==> src/rtl/blink_sequencer.sv <==
// Plays back pattern entries 0..level-1 as timed one-hot LED flashes, then pulses blinker_done.
// state | meaning: IDLE wait for start; FETCH read strobe; WAIT latch colour; ON lit; OFF dark gap; DONE pulse; HOLD wait for start low
module blink_sequencer #(
    parameter int ON_CYCLES  = 25000000,
    parameter int OFF_CYCLES = 12500000,
    parameter int LEVEL_W    = 4,
    parameter int NUM_LEDS   = 4
) (
    input  logic                        clk,
    input  logic                        reset,
    input  logic                        start,
    input  logic [LEVEL_W-1:0]          level,
    output logic                        mem_rd_en,
    output logic [LEVEL_W-1:0]          mem_addr,
    input  logic [$clog2(NUM_LEDS)-1:0] mem_rdata,
    output logic [NUM_LEDS-1:0]         led,
    output logic                        blinker_done,
    output logic                        busy
);

    localparam int COL_W   = $clog2(NUM_LEDS);
    localparam int T_MAX   = (ON_CYCLES > OFF_CYCLES) ? ON_CYCLES : OFF_CYCLES;
    localparam int TIMER_W = $clog2(T_MAX + 1);
    localparam logic [TIMER_W-1:0] T_ON  = TIMER_W'(ON_CYCLES - 1);
    localparam logic [TIMER_W-1:0] T_OFF = TIMER_W'(OFF_CYCLES - 1);

    typedef enum logic [2:0] {
        S_IDLE,
        S_FETCH,
        S_WAIT,
        S_ON,
        S_OFF,
        S_DONE,
        S_HOLD
    } state_t;

    state_t               state_q, state_d;
    logic [LEVEL_W-1:0]   idx_q, idx_d;
    logic [LEVEL_W-1:0]   level_q, level_d;
    logic [TIMER_W-1:0]   timer_q, timer_d;
    logic [COL_W-1:0]     colour_q, colour_d;
    logic [NUM_LEDS-1:0]  led_q, led_d;
    logic                 rd_en_q, rd_en_d;
    logic [LEVEL_W-1:0]   addr_q, addr_d;
    logic                 done_q, done_d;
    logic                 busy_q, busy_d;

    function automatic logic [NUM_LEDS-1:0] onehot(input logic [COL_W-1:0] c);
        return NUM_LEDS'(1) << c;
    endfunction

    // Outputs are computed for the state being entered so they register alongside it.
    always_comb begin
        state_d  = state_q;
        idx_d    = idx_q;
        level_d  = level_q;
        timer_d  = timer_q;
        colour_d = colour_q;
        addr_d   = addr_q;
        led_d    = '0;
        rd_en_d  = 1'b0;
        done_d   = 1'b0;
        case (state_q)
            S_IDLE: begin
                if (start) begin
                    if (level != '0) begin
                        level_d = level;
                        idx_d   = '0;
                        addr_d  = '0;
                        rd_en_d = 1'b1;
                        state_d = S_FETCH;
                    end else begin
                        done_d  = 1'b1;
                        state_d = S_DONE;
                    end
                end
            end
            S_FETCH: begin
                state_d = start ? S_WAIT : S_IDLE;
            end
            S_WAIT: begin
                if (!start) begin
                    state_d = S_IDLE;
                end else begin
                    colour_d = mem_rdata;
                    timer_d  = T_ON;
                    led_d    = onehot(mem_rdata);
                    state_d  = S_ON;
                end
            end
            S_ON: begin
                if (!start) begin
                    state_d = S_IDLE;
                end else if (timer_q == '0) begin
                    timer_d = T_OFF;
                    state_d = S_OFF;
                end else begin
                    timer_d = timer_q - TIMER_W'(1);
                    led_d   = onehot(colour_q);
                end
            end
            S_OFF: begin
                if (!start) begin
                    state_d = S_IDLE;
                end else if (timer_q != '0) begin
                    timer_d = timer_q - TIMER_W'(1);
                end else if (idx_q + LEVEL_W'(1) == level_q) begin
                    done_d  = 1'b1;
                    state_d = S_DONE;
                end else begin
                    idx_d   = idx_q + LEVEL_W'(1);
                    addr_d  = idx_q + LEVEL_W'(1);
                    rd_en_d = 1'b1;
                    state_d = S_FETCH;
                end
            end
            S_DONE: begin
                state_d = S_HOLD;
            end
            S_HOLD: begin
                if (!start) state_d = S_IDLE;
            end
            default: begin
                state_d = S_IDLE;
            end
        endcase
        busy_d = (state_d != S_IDLE);
    end

    always_ff @(posedge clk) begin
        if (!reset) begin
            state_q  <= S_IDLE;
            idx_q    <= '0;
            level_q  <= '0;
            timer_q  <= '0;
            colour_q <= '0;
            led_q    <= '0;
            rd_en_q  <= 1'b0;
            addr_q   <= '0;
            done_q   <= 1'b0;
            busy_q   <= 1'b0;
        end else begin
            state_q  <= state_d;
            idx_q    <= idx_d;
            level_q  <= level_d;
            timer_q  <= timer_d;
            colour_q <= colour_d;
            led_q    <= led_d;
            rd_en_q  <= rd_en_d;
            addr_q   <= addr_d;
            done_q   <= done_d;
            busy_q   <= busy_d;
        end
    end

    assign led          = led_q;
    assign mem_rd_en    = rd_en_q;
    assign mem_addr     = addr_q;
    assign blinker_done = done_q;
    assign busy         = busy_q;

endmodule

==> config.mk <==
export PLATFORM = sky130hd
export DESIGN_NAME = blink_sequencer
export DESIGN_NICKNAME = d
export VERILOG_FILES = /design/src/rtl/blink_sequencer.sv
export SDC_FILE = /design/constraint.sdc
export NUM_CORES = 1
export LEC_CHECK = 0
export CORE_UTILIZATION = 40
export CTS_CLUSTER_SIZE = 24
export DETAILED_ROUTE_END_ITERATION = 16
export PLACE_DENSITY_LB_ADDON = 0.08
export SETUP_SLACK_MARGIN = 0.1
export SYNTH_ARGS = -nofsm -noshare
export SYNTH_HDL_FRONTEND = slang
export SYNTH_SLANG_ARGS = --single-unit
==> constraint.sdc <==
create_clock -name clk -period 2.9 [get_ports clk]
set_input_delay 0.29 -clock clk [delete_from_list [all_inputs] [get_ports clk]]
set_output_delay 0.29 -clock clk [all_outputs]
set_load 0.01 [all_outputs]
==> results of run 1 <==
[routing by layer]
layer | global-route usage [%] | wire length [µm] | vias up
met1 | 30.7 | 3270 | 1142
met2 | 34.8 | 3040 | 68
met5 | 0 | 0 | -
met4 | 7.37 | 103 | 0
met3 | 4.78 | 311 | 13
li1 | - | - | 1204
[cell usage in the layout, fill, tap and decap left out, types with 2 or more instances in the layout]
cell / count
dfxtp_1: 45
nor2_1: 31
nand2_1: 20
o21ai_0: 19
clkdlybuf4s50_1: 19
a21oi_1: 18
nor4_1: 15
or3_1: 11
buf_4: 11
nor3_1: 10
nand3_1: 10
a21o_1: 9
xnor2_1: 9
a22oi_1: 9
inv_1: 8
xor2_1: 8
o21ai_1: 6
or4_1: 5
o22ai_1: 5
clkbuf_8: 5
nor4_2: 4
nor3b_1: 4
nand4_1: 3
a31oi_1: 3
or2_2: 3
ha_1: 3
nor4_4: 2
nor2b_1: 2
nand3b_1: 2
and2_1: 2
nand2b_1: 2
mux2i_1: 2
nand4b_1: 2
a211oi_1: 2
a21boi_0: 2
[how the worst max path moves through the flow]
stage	slack, ns	cells past startpoint	end
after floorplan	0.77	5	mem_addr[2]
after global routing	0.31	7	busy
after global placement	0.53	7	mem_addr[3]
after CTS	0.51	6	timer_q[13]
after detailed placement	0.50	6	timer_q[13]
final	0.49	6	timer_q[13]
[logic make-up (layout without fill, tap and decap cells)]
| group | count (synthesis) | after routing | share of synthesized area, % |
|---|---|---|---|
| simple gates | 135 | 135 | 30.9 |
| compound gates | 86 | 86 | 21.7 |
| flops | 45 | 45 | 35.5 |
| buf+inv | 24 | 45 | 3.79 |
| xor+xnor | 17 | 17 | 5.86 |
| fa+ha+maj | 3 | 3 | 1.48 |
| mux | 2 | 2 | 0.788 |
[power breakdown]
part           leakage [nW]  internal [mW]  total (mW)  switching [mW]
Clock                0.0540          0.251       0.476           0.225
Combinational         0.805          0.182       0.435           0.253
Sequential            0.365          0.643       0.672          0.0289
[final cells by class]
| class | count | area share [%] |
|---|---|---|
| repair buffers | 30 | 9.26 |
| multi-input cells | 243 | 52.4 |
| clock inverters | 2 | 1.19 |
| flip-flops and latches | 45 | 30.6 |
| clock buffers | 5 | 2.34 |
| inverters | 8 | 1.02 |
| well taps | 75 | 3.19 |
[worst register-to-register path: stages (launching register included)]
cell     delay [ns]
dfxtp_1        0.39
nor4_4         0.52
nand2_2        0.22
or4_4          0.62
o21ai_4        0.30
or4_1          0.15
a31oi_1        0.07
[state kept, by name, summed over array words and instances (netlist names)]
signal and flops:
blinker_done 1, state_q 3, busy 1, mem_addr 4
led 4, colour_q 2, level_q 4, mem_rd_en 1
timer_q 25
[per-stage QoR]
step           utilization [%]  area [µm²]
3_5_place_dp              47.1        2840
2_1_floorplan                -        2540
4_1_cts                   48.9        2940
6_report                  48.9        2940
3_3_place_gp              47.1        2840
5_1_grt                   48.9        2940
==> metrics.txt, run 1 <==
status=finished, final reports clean; H-Tree Depth=2; Clock Skew=0.0123 ns; CP Max Fanout=8; Worst Path Required=3.07 ns; worst hold endpoint=timer_q[0]; async set-or-reset flop fraction in the synthesized netlist=0%; total number of vias=2427; startpoint type of the worst setup path=flop; initial antenna violation count=0; R2R cell count=6; worst reg2reg path startpoint=timer_q[2]; syn_nets=324; mapped cell area=2540 µm²; Hold Vio Cnt, Final=0; Synth area leader=dfxtp_1; DIE WIDTH=81.7 µm; post-CTS sizing=0; distinct cell type count after synthesis=55; Worst path slowest cell=or4_4; drt pass-1 iters=5; GRT Util Overall=22.4%; WP data arrival=2.58 ns; Via density=5.95; chip height=81.7 µm; filler instances=599; cts bufs inserted=5; vias in the first global route=2211; die area=6670 µm²; Post-DRT Antenna Nets=0; clk root buf=clkbuf_8; hold path startpoint=timer_q[0]; CTS clk-pin slew, worst paths=0.09 ns; starting density of the core=42.2%; Hold WC Path Type=flop to flop; DP Worst Slack=0.505 ns; Crit Path Class=flop to flop; largest net degree at the start of global routing=17; CP Capture Type=flop; area of the multi-input gates=1540 µm²; Post CTS Setup Buffer Count=0; io pins=20; hold path cells=1; reg2reg setup slack=0.49 ns; Synth top area share=35.5%; register area share after synthesis=35.5%; register area=901 µm²; Final Cycle Share=82.9%; Crit path buffers/inverters=0; proportion of layout cells with a drive suffix above 1=10.2%; crit-path max cell delay=0.62 ns; LEAKAGE=1.22 nW; num rows=28; Yosys warning count=0; #FFs+latches synth=45; actual slew at the worst max-slew pin=0.647 ns; DR DRC count=0; synth cell count leaders=dfxtp_1, nor2_1, nand2_1; Area contributors post-synth=dfxtp_1, nor2_1, o21ai_0; Mapped Cells=312; Wirelength per Cell=16.5 µm; Detailed Route Iter0 Violations=209; final setup vio count=0; Worst R2R End=timer_q[13]; max-cap violations=0; fin cells=408; Critical Path Source=timer_q[2]; Layout area overhead=15.9%; I/O Buffers=19; Ant. Diodes=0; crit-path cells=nor4_4 -> nand2_2 -> or4_4 -> o21ai_4 -> or4_1 -> a31oi_1; maximum achievable frequency=0.416 GHz; most frequent cell after synthesis=dfxtp_1; global-route wire length before repair=11200 µm; syn avg cell area=8.14 µm²; Final #Nets=345; CTS sink count=45; worst-skew pair later-pin latency=0.31 ns; final WL=6720 µm; clk buf depth=2; Period minus WS final=2.41 ns; VDD IR-drop max=0.239 mV; Pins Over Slew Limit=0; placed insts=401; setup TNS=0 ns; PwrDens=538 nW/µm²; EDFF count, synth=0; Rel. slew slack=56.8%; grt total ovfl=0; RSZ-0062 raised after global routing=false; CTS tree=built; kind of cell adding the most delay to the critical path=simple AND/OR/NAND/NOR gates; CORE AREA=6030 µm²; Hold Buf Count CTS=0; Power Total=1.58 mW; hold slack=0.508 ns; Final Wtd Congestion=0.916; final worst slack=0.495 ns; Main synth FF type=dfxtp_1; dpl hpwl=4840 µm
Note: power is estimated with default switching activity, not from simulation.
==> run 2, diff against run 1 <==
clock period = 2.2 ns   (was 2.9 ns; I/O delays follow)
==> run 2 against run 1 <==
Cell count increased by 11%. Total power increased by 40%. Clock skew decreased by 0.0032 ns. Worst hold slack got worse by 0.024 ns. Fmax increased by 15%. First-iteration DRC count decreased by 24%. Via count increased by 7.5%.
==> metrics.txt, run 2 (synthesis results as in run 1) <==
status=finished, final reports clean; setup TNS=0 ns; Layout area overhead=32.6%; CTS tree=built; reg2reg setup slack=0.11 ns; worst-skew pair later-pin latency=0.30 ns; WP depth=7; max-cap violations=0; Rel. slew slack=59.1%; actual slew at the worst max-slew pin=0.613 ns; CTS sink count=45; chip height=81.7 µm; Hold WC Path Type=flop to flop; clk root buf=clkbuf_8; Hold Buf Count CTS=0; I/O Buffers=19; Psw=728 µW; Hold Vio Cnt, Final=0; worst reg2reg path startpoint=timer_q[21]; DIE WIDTH=81.7 µm; initial antenna violation count=0; Post-DRT Antenna Nets=0; Ant. Diodes=0; Clock Skew=0.00910 ns; clk buf depth=2; drt pass-1 iters=4; Largest Register=timer_q; Post-DP Area=3110 µm²; CTS clk-pin slew, worst paths=0.09 ns; Internal=1.50 mW; RSZ-0062 raised after global routing=true; design area=3370 µm²; Via density=5.79; Crit path buffers/inverters=1; final setup vio count=0; H-Tree Depth=2; WP data arrival=2.25 ns; LEAKAGE=1.46 nW; io pins=20; Combinational Power Share=36.7%; cts bufs inserted=5; dpl hpwl=5300 µm; total number of vias=2610; Wirelength per Cell=16.3 µm; grt total ovfl=0; GRT Util Overall=23.0%; DR DRC count=0; maximum achievable frequency=0.478 GHz; max FFs per register=25; CORE AREA=6030 µm²; R2R cell count=7; largest net degree at the start of global routing=17; Worst Path Required=2.36 ns; Worst R2R End=timer_q[13]; crit-path cells=nor4_2 -> buf_4 -> nand3_2 -> or4_4 -> o21ai_4 -> or4_1 -> a31oi_1; Sw Ratio=32.7%; VDD IR-drop max=0.347 mV; CP Max Fanout=7; num rows=28; most common cell after layout, fill and taps aside=buf_4; commonest cells after routing, fill and taps aside=buf_4, dfxtp_1, nor2_1; Final Wtd Congestion=0.895; sequential share of power=39.4%; Clock power frac=23.9%; PwrDens=661 nW/µm²; crit-path max cell delay=0.60 ns; Final #Nets=388; Worst path slowest cell=or4_4; Crit Path Class=flop to flop; startpoint type of the worst setup path=flop; global-route wire length before repair=11500 µm; Detailed Route Iter0 Violations=158; vias in the first global route=2309; die area=6670 µm²; starting density of the core=42.2%; proportion of layout cells with a drive suffix above 1=25.3%; Critical Path Source=timer_q[21]; last element of the critical path=timer_q[13]; final WL=7340 µm; Pins Over Slew Limit=0; kind of cell adding the most delay to the critical path=simple AND/OR/NAND/NOR gates; Period minus WS final=2.09 ns; Final Cycle Share=95.2%; fin util=55.9%; CP Capture Type=flop
[run 2: area by class of cell]
| type | instances | area [µm²] |
|---|---|---|
| fill | 575 | 2660 |
| multi-input combinational | 243 | 1640 |
| inverter | 8 | 30.0 |
| timing repair buffer | 73 | 611 |
| tap | 75 | 93.8 |
| sequential | 45 | 906 |
| clock buffer | 7 | 86.3 |
[run 2: layer usage]
layer,wire length (µm),vias to the layer above,part of all wire [%],track usage [%]
met4,83,0,1.1,6.67
met2,3350,77,46,35.7
met3,407,11,5.5,3.89
met1,3500,1238,48,32.7
li1,-,1284,-,-
met5,0,-,0,0
[run 2: what timing repair did]
item | 4_1_cts | 5_1_grt
pin swaps | 2 | 12
resized for setup | 7 | 19
setup endpoints to repair | 18 | 17
buffers inserted | 1 | 6
[run 2: how the worst min path moves through the flow]
stage / from / end / slack (ns) / cells past startpoint
detailed placement: colour_q[0] / led[2] / 0.48 / 1
global route: colour_q[0] / led[2] / 0.51 / 1
finish: colour_q[0] / led[2] / 0.48 / 1
CTS: colour_q[0] / led[2] / 0.49 / 1
global placement: colour_q[0] / led[2] / 0.48 / 1
floorplan: mem_rdata[0] / led[0] / 0.31 / 1
[run 2: metrics by stage]
stage | setup slack (ns) | hold slack, ns | cells | power (mW)
global route | 0.0208 | 0.509 | 451 | 2.34
CTS | 0.101 | 0.489 | 445 | 2.13
global placement | 0.0661 | 0.477 | 437 | 1.58
floorplan | 0.0769 | 0.314 | 312 | 1.32
detailed placement | 0.0473 | 0.475 | 437 | 1.58
finish | 0.106 | 0.483 | 451 | 2.22
[run 2: power groups by stage]
stage                     clock (mW)  combinational (mW)  sequential (mW)
after global routing           0.576               0.878            0.882
after floorplan                    0               0.428            0.895
after CTS                      0.540               0.713            0.876
after detailed placement           0               0.688            0.893
final                          0.532               0.815            0.878
after global placement             0               0.689            0.892
==> run 3, diff against run 2 <==
ABC_CLOCK_PERIOD_IN_PS = 2200   (was not set)
==> results of run 3 <==
The final DEF is identical to that of run 2; final timing and power are the same.
